## src/rtl/icache_pkg.sv

```systemverilog
// icache_pkg: shared geometry, tag-entry layout, FSM states and word-select helper for icache_ctrl
package icache_pkg;
    localparam int IDX_W     = 7;
    localparam int OFF_W     = 4;
    localparam int TAG_W     = 64 - IDX_W - OFF_W;
    localparam int LINE_W    = 128;
    localparam int ENTRY_W   = TAG_W + 2;
    localparam int VALID_BIT = 54;
    localparam int DIRTY_BIT = 53;

    typedef enum logic [2:0] {IDLE, LOOKUP, MISS_REQ, REFILL, FILL, FLUSH} state_t;

    function automatic logic [31:0] pick_word(input logic [LINE_W-1:0] line, input logic [1:0] w);
        return line[w*32 +: 32];
    endfunction
endpackage

```

## src/rtl/icache_line_buf.sv

```systemverilog
// icache_line_buf: assembles two 64-bit memory beats into one 128-bit cache line
//   clk, rst_n    : clock, synchronous active-low reset
//   clear         : restart at beat 0 (held while the line request is outstanding)
//   beat_valid    : a beat is presented on beat_data this cycle
//   beat_data     : 64-bit beat, beat 0 = low half of the line
//   line          : assembled line
//   done          : the current beat completes the line
module icache_line_buf
    import icache_pkg::*;
(
    input  logic              clk,
    input  logic              rst_n,
    input  logic              clear,
    input  logic              beat_valid,
    input  logic [63:0]       beat_data,
    output logic [LINE_W-1:0] line,
    output logic              done
);
    logic cnt;

    always_ff @(posedge clk) begin
        if (!rst_n) begin
            cnt  <= 1'b0;
            line <= '0;
        end else if (clear) begin
            cnt <= 1'b0;
        end else if (beat_valid) begin
            if (cnt) line[127:64] <= beat_data;
            else     line[63:0]   <= beat_data;
            cnt <= ~cnt;
        end
    end

    assign done = beat_valid && cnt;
endmodule

```

## src/rtl/icache_ctrl.sv

```systemverilog
// icache_ctrl: direct-mapped I-cache controller (lookup, two-beat refill, fence.i walk)
//   clk, rst_n              : clock, synchronous active-low reset
//   req_*                   : IFU fetch request (valid/ready/addr)
//   resp_valid, resp_data   : one-cycle instruction response
//   flush, flush_busy       : invalidate-all request and walk status
//   tag_*                   : 128-entry tag array port {valid, dirty, tag}
//   data_*                  : 128-entry line data array port
//   mem_req_*, mem_resp_*   : line read request and 64-bit read beats
module icache_ctrl
    import icache_pkg::*;
(
    input  logic               clk,
    input  logic               rst_n,
    input  logic               req_valid,
    output logic               req_ready,
    input  logic [63:0]        req_addr,
    output logic               resp_valid,
    output logic [31:0]        resp_data,
    input  logic               flush,
    output logic               flush_busy,
    output logic [IDX_W-1:0]   tag_addr,
    output logic               tag_en,
    output logic [ENTRY_W-1:0] tag_wdata,
    input  logic [ENTRY_W-1:0] tag_rdata,
    output logic [IDX_W-1:0]   data_addr,
    output logic               data_en,
    output logic [LINE_W-1:0]  data_wdata,
    input  logic [LINE_W-1:0]  data_rdata,
    output logic               mem_req_valid,
    input  logic               mem_req_ready,
    output logic [63:0]        mem_req_addr,
    input  logic               mem_resp_valid,
    input  logic [63:0]        mem_resp_data
);
    state_t             state, state_nxt;
    logic [63:2]        addr_q;
    logic [IDX_W-1:0]   flush_cnt;
    logic               flush_pend;
    logic [LINE_W-1:0]  line;
    logic               line_done;
    logic               hit;
    logic               unused_bits;

    wire [TAG_W-1:0] tag  = addr_q[63:11];
    wire [IDX_W-1:0] idx  = addr_q[10:4];
    wire [1:0]       word = addr_q[3:2];

    icache_line_buf u_line_buf (
        .clk       (clk),
        .rst_n     (rst_n),
        .clear     (state == MISS_REQ),
        .beat_valid(state == REFILL && mem_resp_valid),
        .beat_data (mem_resp_data),
        .line      (line),
        .done      (line_done)
    );

    always_ff @(posedge clk) begin
        if (!rst_n) begin
            state      <= IDLE;
            addr_q     <= '0;
            flush_cnt  <= '0;
            flush_pend <= 1'b0;
        end else begin
            state     <= state_nxt;
            flush_cnt <= (state == FLUSH) ? flush_cnt + 1'b1 : '0;
            // IDLE always either starts the walk or has nothing pending, so it clears the flag
            flush_pend <= (state == IDLE) ? 1'b0 : (flush_pend || flush);
            if (req_valid && req_ready) addr_q <= req_addr[63:2];
        end
    end

    assign hit           = tag_rdata[VALID_BIT] && tag_rdata[TAG_W-1:0] == tag;
    assign data_addr     = idx;
    assign data_wdata    = line;
    assign mem_req_addr  = {addr_q[63:OFF_W], {OFF_W{1'b0}}};
    assign flush_busy    = flush_pend || state == FLUSH;
    assign unused_bits   = ^{req_addr[1:0], tag_rdata[DIRTY_BIT]};

    always_comb begin
        state_nxt     = state;
        req_ready     = 1'b0;
        resp_valid    = 1'b0;
        resp_data     = '0;
        tag_addr      = idx;
        tag_en        = 1'b0;
        tag_wdata     = '0;
        data_en       = 1'b0;
        mem_req_valid = 1'b0;
        case (state)
            IDLE: begin
                req_ready = !(flush || flush_pend);
                if (flush || flush_pend) state_nxt = FLUSH;
                else if (req_valid)      state_nxt = LOOKUP;
            end
            LOOKUP: begin
                resp_valid = hit;
                resp_data  = hit ? pick_word(data_rdata, word) : '0;
                state_nxt  = hit ? IDLE : MISS_REQ;
            end
            MISS_REQ: begin
                mem_req_valid = 1'b1;
                if (mem_req_ready) state_nxt = REFILL;
            end
            REFILL: if (line_done) state_nxt = FILL;
            FILL: begin
                tag_en     = 1'b1;
                data_en    = 1'b1;
                tag_wdata  = {1'b1, 1'b0, tag};
                resp_valid = 1'b1;
                resp_data  = pick_word(line, word);
                state_nxt  = IDLE;
            end
            FLUSH: begin
                tag_en   = 1'b1;
                tag_addr = flush_cnt;
                if (flush_cnt == IDX_W'(127)) state_nxt = IDLE;
            end
            default: state_nxt = IDLE;
        endcase
    end
endmodule

```

## config.mk

```make
export PLATFORM = sky130hd
export DESIGN_NAME = icache_ctrl
export DESIGN_NICKNAME = d
export VERILOG_FILES = /design/src/rtl/icache_pkg.sv /design/src/rtl/icache_line_buf.sv /design/src/rtl/icache_ctrl.sv
export SDC_FILE = /design/constraint.sdc
export NUM_CORES = 1
export LEC_CHECK = 0
export BUFFER_PORTS_ARGS = -buffer_cell sky130_fd_sc_hd__buf_2
export CORE_AREA = 2 2 241 243
export CTS_BUF_LIST = sky130_fd_sc_hd__clkbuf_4 sky130_fd_sc_hd__clkbuf_8
export DETAILED_ROUTE_END_ITERATION = 10
export DIE_AREA = 0 0 243 245
export GPL_TIMING_DRIVEN = 0
export SLEW_MARGIN = 20
export SYNTH_ARGS = -nofsm -noshare
export SYNTH_HDL_FRONTEND = slang
export SYNTH_SLANG_ARGS = --single-unit
export TNS_END_PERCENT = 50
```

## constraint.sdc

```tcl
create_clock -name clk -period 2.4 [get_ports clk]
set_input_delay 0.24 -clock clk [delete_from_list [all_inputs] [get_ports clk]]
set_output_delay 0.24 -clock clk [all_outputs]
set_load 0.05 [all_outputs]
```

==> Word level (Yosys, flattened, before mapping) <==
Index checks and enable logic that the tools add are counted.
{ "classes": {"add_sub_neg": 1, "n_mul": 0, "div_mod_pow": 0, "n_lt_le_gt_ge": 0, "n_eq_ne": 11, "n_shift": 2, "n_mux": 16, "bitwise": 3, "n_reduce_logical": 15} }
{ "ops": {"columns": ["op", "n"], "rows": [
  ["$shiftx A128 B8 Y32", 2],
  ["$pmux W32 S2", 1],
  ["$mux W55", 1],
  ["$eq A53 B53 Y1", 1],
  ["$mux W32", 1],
  ["$mux W3", 5],
  ["$pmux W3 S5", 1],
  ["$add A7 B1 Y7 const B", 1],
  ["$eq A7 B7 Y1 const B", 1],
  ["$mux W7", 1],
  ["$eq A3 B2 Y1 const B", 2],
  ["$eq A3 B3 Y1 const B", 2],
  ["$reduce_and A3 Y1", 2],
  ["$reduce_or A2 Y1", 3],
  ["$logic_and A1 B1 Y1", 4],
  ["$mux W1", 4],
  ["$ne A2 B2 Y1 const B", 2],
  ["$reduce_and A4 Y1", 1],
  ["$eq A3 B1 Y1 const B", 1],
  ["$logic_not A3 Y1", 1],
  ["$ne A3 B2 Y1 const B", 1],
  ["$not A1 Y1", 3],
  ["$logic_or A1 B1 Y1", 2],
  ["$mux W2", 1],
  ["4 further kinds", 4]
]} }
{ "word_totals": {"reg_bits": 202, "latchBits": 0, "mem_bits_rw": 0, "mem_bits_ro": 0, "input_bits": 317, "word_cells": 55, "memories": 0} }

==> Logic depth before layout (Yosys ltp) <==
Gate-level depths: netlist of run 1.
{ "logic_depth": {"depth_word": 5, "depth_mapped": 8} }

==> Modules after synthesis <==
From an unflattened synthesis of run 1, not the netlist that was laid out.
{ "hier_totals": {"cells_unflattened": 1232, "area_unflattened_um2": 11636.2} }
{ "modules_own_cells": {"columns": ["module", "n_inst", "cells_per_inst", "area_per_inst_um2"], "rows": [
  ["icache_ctrl", 1, 743, 6703.9],
  ["icache_line_buf", 1, 489, 4932.2]
]} }

==> Least setup slack after synthesis of run 1 <==
OpenSTA, ideal clock, no wires.
{ "synth_path": {"path_type": "register -> output", "from": "register addr_q[46] in the netlist's numbering", "to": "output port resp_data[21]", "t_arrival_ns": 3.007, "required_ns": 2.160, "path_slack_ns": -0.847, "path_stages_with_launch": 6, "path_buffers": 0, "cell_sequence": "dfxtp_1 > nor2b_1 > a2111o_1 > a2111oi_4 > nand4_4 > o41ai_1"} }
{ "synth_between": {"elab_chain_len": 4} }
{ "synth_lines": {"columns": ["item", "line", "text"], "rows": [
  ["start: declaration", "icache_ctrl.sv:36", "logic [63:2] addr_q;"],
  ["start signal: assignment", "icache_ctrl.sv:69", "if (req_valid && req_ready) addr_q <= req_addr[63:2];"],
  ["$eq A53 B53 Y1", "icache_ctrl.sv:73", "assign hit = tag_rdata[VALID_BIT] && tag_rdata[TAG_W-1:0] == tag;"],
  ["$logic_and A1 B1 Y1", "icache_ctrl.sv:73", null],
  ["$mux W32", "icache_ctrl.sv:98", "resp_data = hit ? pick_word(data_rdata, word) : '0;"],
  ["$pmux W32 S2", "icache_ctrl.sv:90", "case (state)"],
  ["end: declaration", "icache_ctrl.sv:18", "output logic [31:0] resp_data,"]
]} }
Every way passes these cells.

==> Final worst setup path of run 1 <==
{ "layout_path": {"from": "register addr_q[46] in the netlist's numbering", "to": "output port resp_data[0]"} }
Same word-level chain as after synthesis.

==> flow_summary.toml, run 1 <==
[pwr]
power.total_uw = 11300
powerDensity_nw_per_um2 = 591
leakage_uw = 0.00940
peakVddDrop_uv = 325

[clock_tree]
cts.sinks = 202
clk_path_buf_depth = 3
cts.clk_slew.worst_paths_ns = 0.06
cts_tree = "done"
clock_latency_ns = 0.59
cts_root_buf = "clkbuf_8"
htree_num_levels = 2
numCtsBuffers = 39

[timing]
fin_ws_ns = -0.741
fmax_ghz = 0.318
fin_setup_tns_ns = -22.18
finalCriticalPeriod_ns = 3.14
finalSetupViolations = 40
hold_violations = 0
clock_skew_ns = 0.0297
hold_slack_ns = 0.0751
drv_slew = 0
worstMarginPinSlew_ns = 0.960
slew_headroom_pct = 36.0
rsz0062_at_grt = "true"
fin_crit_sh_pct = 131

[detailed_routing]
first_pass_iters = 5
drc = 0
vias = 13000
post_drt_via_cell_ratio = 4.44
wl_um = 67600
drtIter0Drc = 674
wire_per_inst_um = 23.1
antenna_left = 0

[floorplan]
ios = 616
core_um2 = 57000
die_h_um = 245
dieArea_um2 = 59500
row_count = 88
die_x_um = 243
initial_core_util_pct = 20.3

[logic_synthesis]
synth-simple-area-share_pct = 20.6
synth_compound_gate_area_share_pct = 18.5
syn-cell-area_um2 = 11600
synth_top_family_by_area = "simple AND/OR/NAND/NOR gates"
synth_cell_types = 51
synth-seq-cells = 202
synth_xor_area_share_pct = 3.11
synthFlopType = "dfxtp_1"
yosysTopAreaCellShare_pct = 35.0
synth_area_leaders = "dfxtp_1 35%, nand2_1 15%, mux4_2 12%, a21boi_0 12%, buf_4 4.7%"
ys_warn_count = 0
ys_async_sr_fraction_pct = 0
syn-instance-count = 1326
synth-edff-count = 0
synth_top_area_cell = "dfxtp_1"
synth_adder_area_share_pct = 0.108
postSynthAreaPerCell_um2 = 8.71
muxShareOfSynthArea_pct = 13.2
ys_seq_area_share_pct = 35.0

[place]
place.gp.congestion = 0.957
hpwl_um = 52300
numPortBuffers = 605
dp_cells = 2702

[run]
max-cap-violations = 0

[setup_path]
crit_arrival_ns = 2.90
crit_type = "register to output pin"
cp.required_ns = 2.16
crit_path_end_kind = "output pin"
cp-start-kind = "register"
crit_fanout = 9

[final_layout]
drive_gt1_share_pct = 46.1
area_growth_pct = 66.0
utilization_pct = 33.6
instances_no_fill = 2922
finish.net_count = 2449

[grt]
grt_pass1_vias = 13100
grt_pass1_wl_um = 93600
grt_antenna_before_repair = 5
grt_max_degree = 11
grt.overflow.total = 0
track_usage_pct = 21.8

[status]
status = "finished with violations"
violations = "negative setup slack"

[worst_hold_path]
hp-class = "input pin to register"
## final timing paths
kind / startpoint / to / slack (ns) / depth (start not counted)
worst max-delay path: addr_q[46] / resp_data[0] / -0.74 / 8
worst min-delay path: rst_n / addr_q[50] / 0.08 / 2
worst min register to register: flush_cnt[0] / flush_cnt[0] / 0.47 / 1
worst max register to register: state[0] / u_line_buf.line[70] / 0.22 / 8
## layout by cell type (no fill, tap or decap), types with 7 or more instances in the layout
cell and n:
inv_1 18, clkbuf_2 15, buf_12 9, a21boi_1 8
and3_1 51, a21boi_0 182, buf_6 43, nor2_1 10
clkbuf_4 32, dlygate4sd3_1 127, clkbuf_1 42, o41ai_4 32
xnor2_1 29, nor2b_1 7, dfxtp_1 173, mux2_2 7
buf_16 7, mux4_2 64, nand4_1 8, clkbuf_8 48
buf_2 551, nand2_1 448, buf_4 111, dfxtp_2 23
## cell families after synthesis
kind of cell	after synthesis
buf+inv	201
compound gates	247
fa+ha+maj	1
xor+xnor	41
simple gates	562
other cells	1
mux	71
flops	202
## routing by layer
metal | wire length [um] | track usage (%) | vias up
met4 | 3240 | 10.1 | 4
met5 | 23 | 0 | -
met3 | 4530 | 4.76 | 119
li1 | - | - | 6094
met2 | 33500 | 38.6 | 609
met1 | 26300 | 25.0 | 6150
## cell type report
| class | instances | area (um2) |
|---|---|---|
| Antenna cell | 1 | 2.50 |
| Clock inverter | 10 | 86.3 |
| Fill cell | 6074 | 37900 |
| Sequential cell | 202 | 4100 |
| Multi-Input combinational cell | 927 | 6960 |
| Clock buffer | 56 | 714 |
| Timing Repair Buffer | 766 | 5040 |
| Buffer | 175 | 1230 |
| Tap cell | 765 | 957 |
| Inverter | 20 | 82.6 |
## power by group
part           total [uW]  leakage, uW  switching, uW  internal [uW]
combinational        3880      0.00733           2410           1470
clock                3660     0.000423           1630           2020
sequential           3790      0.00165            256           3530
## state kept, by name (all words and copies together) (netlist names)
signal / cells
u_line_buf.line: 128
flush_cnt: 7
u_line_buf.cnt: 1
flush_pend: 1
addr_q: 62
state: 3
## through the flow
stage | cell area, um2 | setup slack [ns]
floorplan | 11900 | -0.201
global placement | 15900 | -1.58
detailed placement | 16000 | -1.36
CTS | 19000 | -0.780
global route | 19200 | -0.841
finish | 19200 | -0.741
## Yosys cell counts, types with 4 or more instances
library cell	n
and3_1	51
buf_4	73
nand2_1	450
nor2_1	14
a21boi_0	182
xor2_1	6
nor2b_1	9
dfxtp_1	202
buf_6	6
o22ai_1	5
buf_1	10
buf_2	15
clkbuf_1	77
inv_1	20
o41ai_2	30
mux2_2	7
nand3_1	5
nor4_1	4
mux4_2	64
a21oi_1	4
nand4_1	8
a21boi_1	8
xnor2_1	35
## repair_timing
action	4_1_cts	5_1_grt
hold buffers	127	0
resized for setup	229	48
pin swaps	17	6
setup buffers	20	8
endpoints found under the setup margin	244	109
gates cloned	4	0
hold endpoints to repair	191	0
## worst max-delay path, stage by stage (launching register included)
cell	delay, ns
dfxtp_2	0.33
nor2b_4	0.12
a2111o_1	0.42
a2111oi_4	0.28
nand4_4	0.15
buf_12	0.20
buf_16	0.17
o41ai_4	0.40
buf_6	0.22
No activity file was read; power rests on OpenSTA's default activity.
==> run 2, diff against run 1 <==
==> constraint.sdc (replaced) <==
create_clock -name clk -period 2.4 [get_ports clk]
set_input_delay 0.12 -clock clk [delete_from_list [all_inputs] [get_ports clk]]
set_output_delay 0.12 -clock clk [all_outputs]
set_load 0.05 [all_outputs]
==> run 2 against run 1 <==
Net effect:
- the run still ends with negative setup slack left
- hold slack is essentially flat
- register-to-register slack worse by 0.07 ns
- sequential share of layout area increased by 0.17 points
- global-route usage increased by 0.11 points
- power up 1.9%
- clock skew up 0.00092 ns
- utilization decreased by 0.21 points
- flip-flop and latch count is the same
- combinational power is 4% lower
- critical path depth decreased by 1
- critical path type unchanged
==> flow_summary.toml, run 2 (same netlist as run 1, synthesis figures left out) <==
[worst_hold_path]
hp-class = "input pin to register"

[detailed_routing]
antenna_left = 0
wl_um = 67900
first_pass_iters = 5
post_drt_via_cell_ratio = 4.50
wire_per_inst_um = 23.2
drtIter0Drc = 637
drc = 0
vias = 13200

[floorplan]
row_count = 88
core_um2 = 57000
initial_core_util_pct = 20.3
die_h_um = 245
dieArea_um2 = 59500
die_x_um = 243
ios = 616

[pwr]
peakVddDrop_uv = 358
powerDensity_nw_per_um2 = 605
power.total_uw = 11500
leakage_uw = 0.00912

[setup_path]
crit_chain = "nor2b_4 -> a2111o_1 -> or4_4 -> buf_12 -> buf_16 -> o41ai_4 -> buf_6"
cp-start-kind = "register"
cpPeakStageDelay_ns = 0.46
crit_family = "compound AO/OA/AOI/OAI gates"
crit_arrival_ns = 2.89
cp.required_ns = 2.28
slowest_stage = "or4_4"
crit_fanout = 8
crit_type = "register to output pin"
crit_path_end_kind = "output pin"
cp.buffers_inverters = 3

[timing]
slew_headroom_pct = 33.3
fin_crit_sh_pct = 126
worstMarginPinSlew_ns = 1.00
finalSetupViolations = 33
fmax_ghz = 0.332
hold_violations = 0
drv_slew = 0
finalCriticalPeriod_ns = 3.01
clock_skew_ns = 0.0306
fin_ws_ns = -0.612
rsz0062_at_grt = "true"

[clock_tree]
clk_path_buf_depth = 3
numCtsBuffers = 42
clock_latency_ns = 0.59
cts.sinks = 202
htree_num_levels = 2
cts_root_buf = "clkbuf_8"
cts_tree = "done"
cts.clk_slew.worst_paths_ns = 0.05

[final_layout]
reg_top3 = "u_line_buf.line x128, addr_q x62, flush_cnt x7"
largest_register_ffs = 128
final_common_cell = "buf_2"
fin_area_um2 = 19100
fillCellCount = 6058
layout_common_cells = "574 x buf_2, 448 x nand2_1, 182 x a21boi_0"
area_growth_pct = 64.9
drive_gt1_share_pct = 46.1
top_register = "u_line_buf.line"
finish.net_count = 2449

[place]
placed_cell_area_um2 = 15600
place.gp.congestion = 0.912
hpwl_um = 52100
numPortBuffers = 605

[status]
status = "finished with violations"
violations = "negative setup slack"

[grt]
grt_pass1_vias = 13200
grt_pass1_wl_um = 94400
grt_antenna_before_repair = 4
top_usage_layer = "met2"
track_usage_pct = 21.9
grt.met3_usage_pct = 4.62
met2_usage_pct = 39.6
grt.overflow.total = 0
use_met1_pct = 24.6
grt_max_degree = 20

[run]
max-cap-violations = 0
==> run 2: cell count changes in the layout (fill, tap and decap cells not counted), sizes merged <==
| cell | change |
|---|---|
| buf | +7 |
| bufinv | +1 |
| clkbuf | -9 |
| clkdlybuf4s15 | +1 |
| clkinvlp | +1 |
| dlygate4sd3 | +2 |
==> run 2: cell type report <==
cell class,count,area (um2),area share [%]
timing repair buffer,765,4970,26.1
sequential,202,4100,21.5
clock buffer,60,782,4.10
tap,765,957,5.02
antenna,1,2.50,0.0131
buffer,173,1170,6.13
inverter,20,82.6,0.433
clock inverter,12,121,0.637
multi-input combinational,927,6870,36.0
==> run 2: path summary, 6_finish.rpt <==
check	depth (start not counted)	slack [ns]	end	start
worst min register to register	2	0.46	u_line_buf.line[31]	u_line_buf.line[31]
worst max-delay path	7	-0.61	resp_data[25]	addr_q[22]
worst max register to register	7	0.15	u_line_buf.line[114]	state[2]
worst min-delay path	4	0.07	state[0]	req_valid
==> run 2: power breakdown <==
| part | switching [uW] | internal, uW |
|---|---|---|
| clock network | 1700 | 2310 |
| registers | 266 | 3530 |
| logic | 2350 | 1380 |
| total | 4310 | 7220 |
==> run 2: repair_timing <==
action | in CTS | in global routing
gates cloned | 4 | 1
setup endpoints to repair | 242 | 101
pin swaps | 23 | 10
hold buffers | 129 | 0
gates resized for setup | 189 | 60
hold endpoints to repair | 195 | 0
buffers inserted | 21 | 5
==> run 2: stage by stage <==
stage | setup slack, ns | setup TNS [ns] | std cells | utilization (%) | hold WS, ns
floorplan | -0.242 | -7.47 | 1330 | - | 0.255
global route | -0.721 | -20.54 | 2925 | 33.4 | 0.0288
global placement | -1.37 | -68.50 | 2700 | 27.3 | 0.374
CTS | -0.690 | -19.41 | 2918 | 32.8 | 0.00839
detailed placement | -1.10 | -69.34 | 2700 | 27.3 | 0.380
finish | -0.612 | -16.77 | 2925 | 33.4 | 0.0750
==> run 2: routing by layer <==
layer	part of all wire (%)	wire, um
met1	38	25900
met2	50	34100
met3	6.9	4710
met4	4.7	3180
met5	0.019	13
==> run 2: worst register-to-register path: stages (launching register included) <==
cell      delay, ns
dfxtp_4        0.37
nand3b_1       0.22
inv_1          0.14
and3_1         0.16
buf_2          0.37
buf_1          0.55
nand2_1        0.16
a21boi_0       0.21
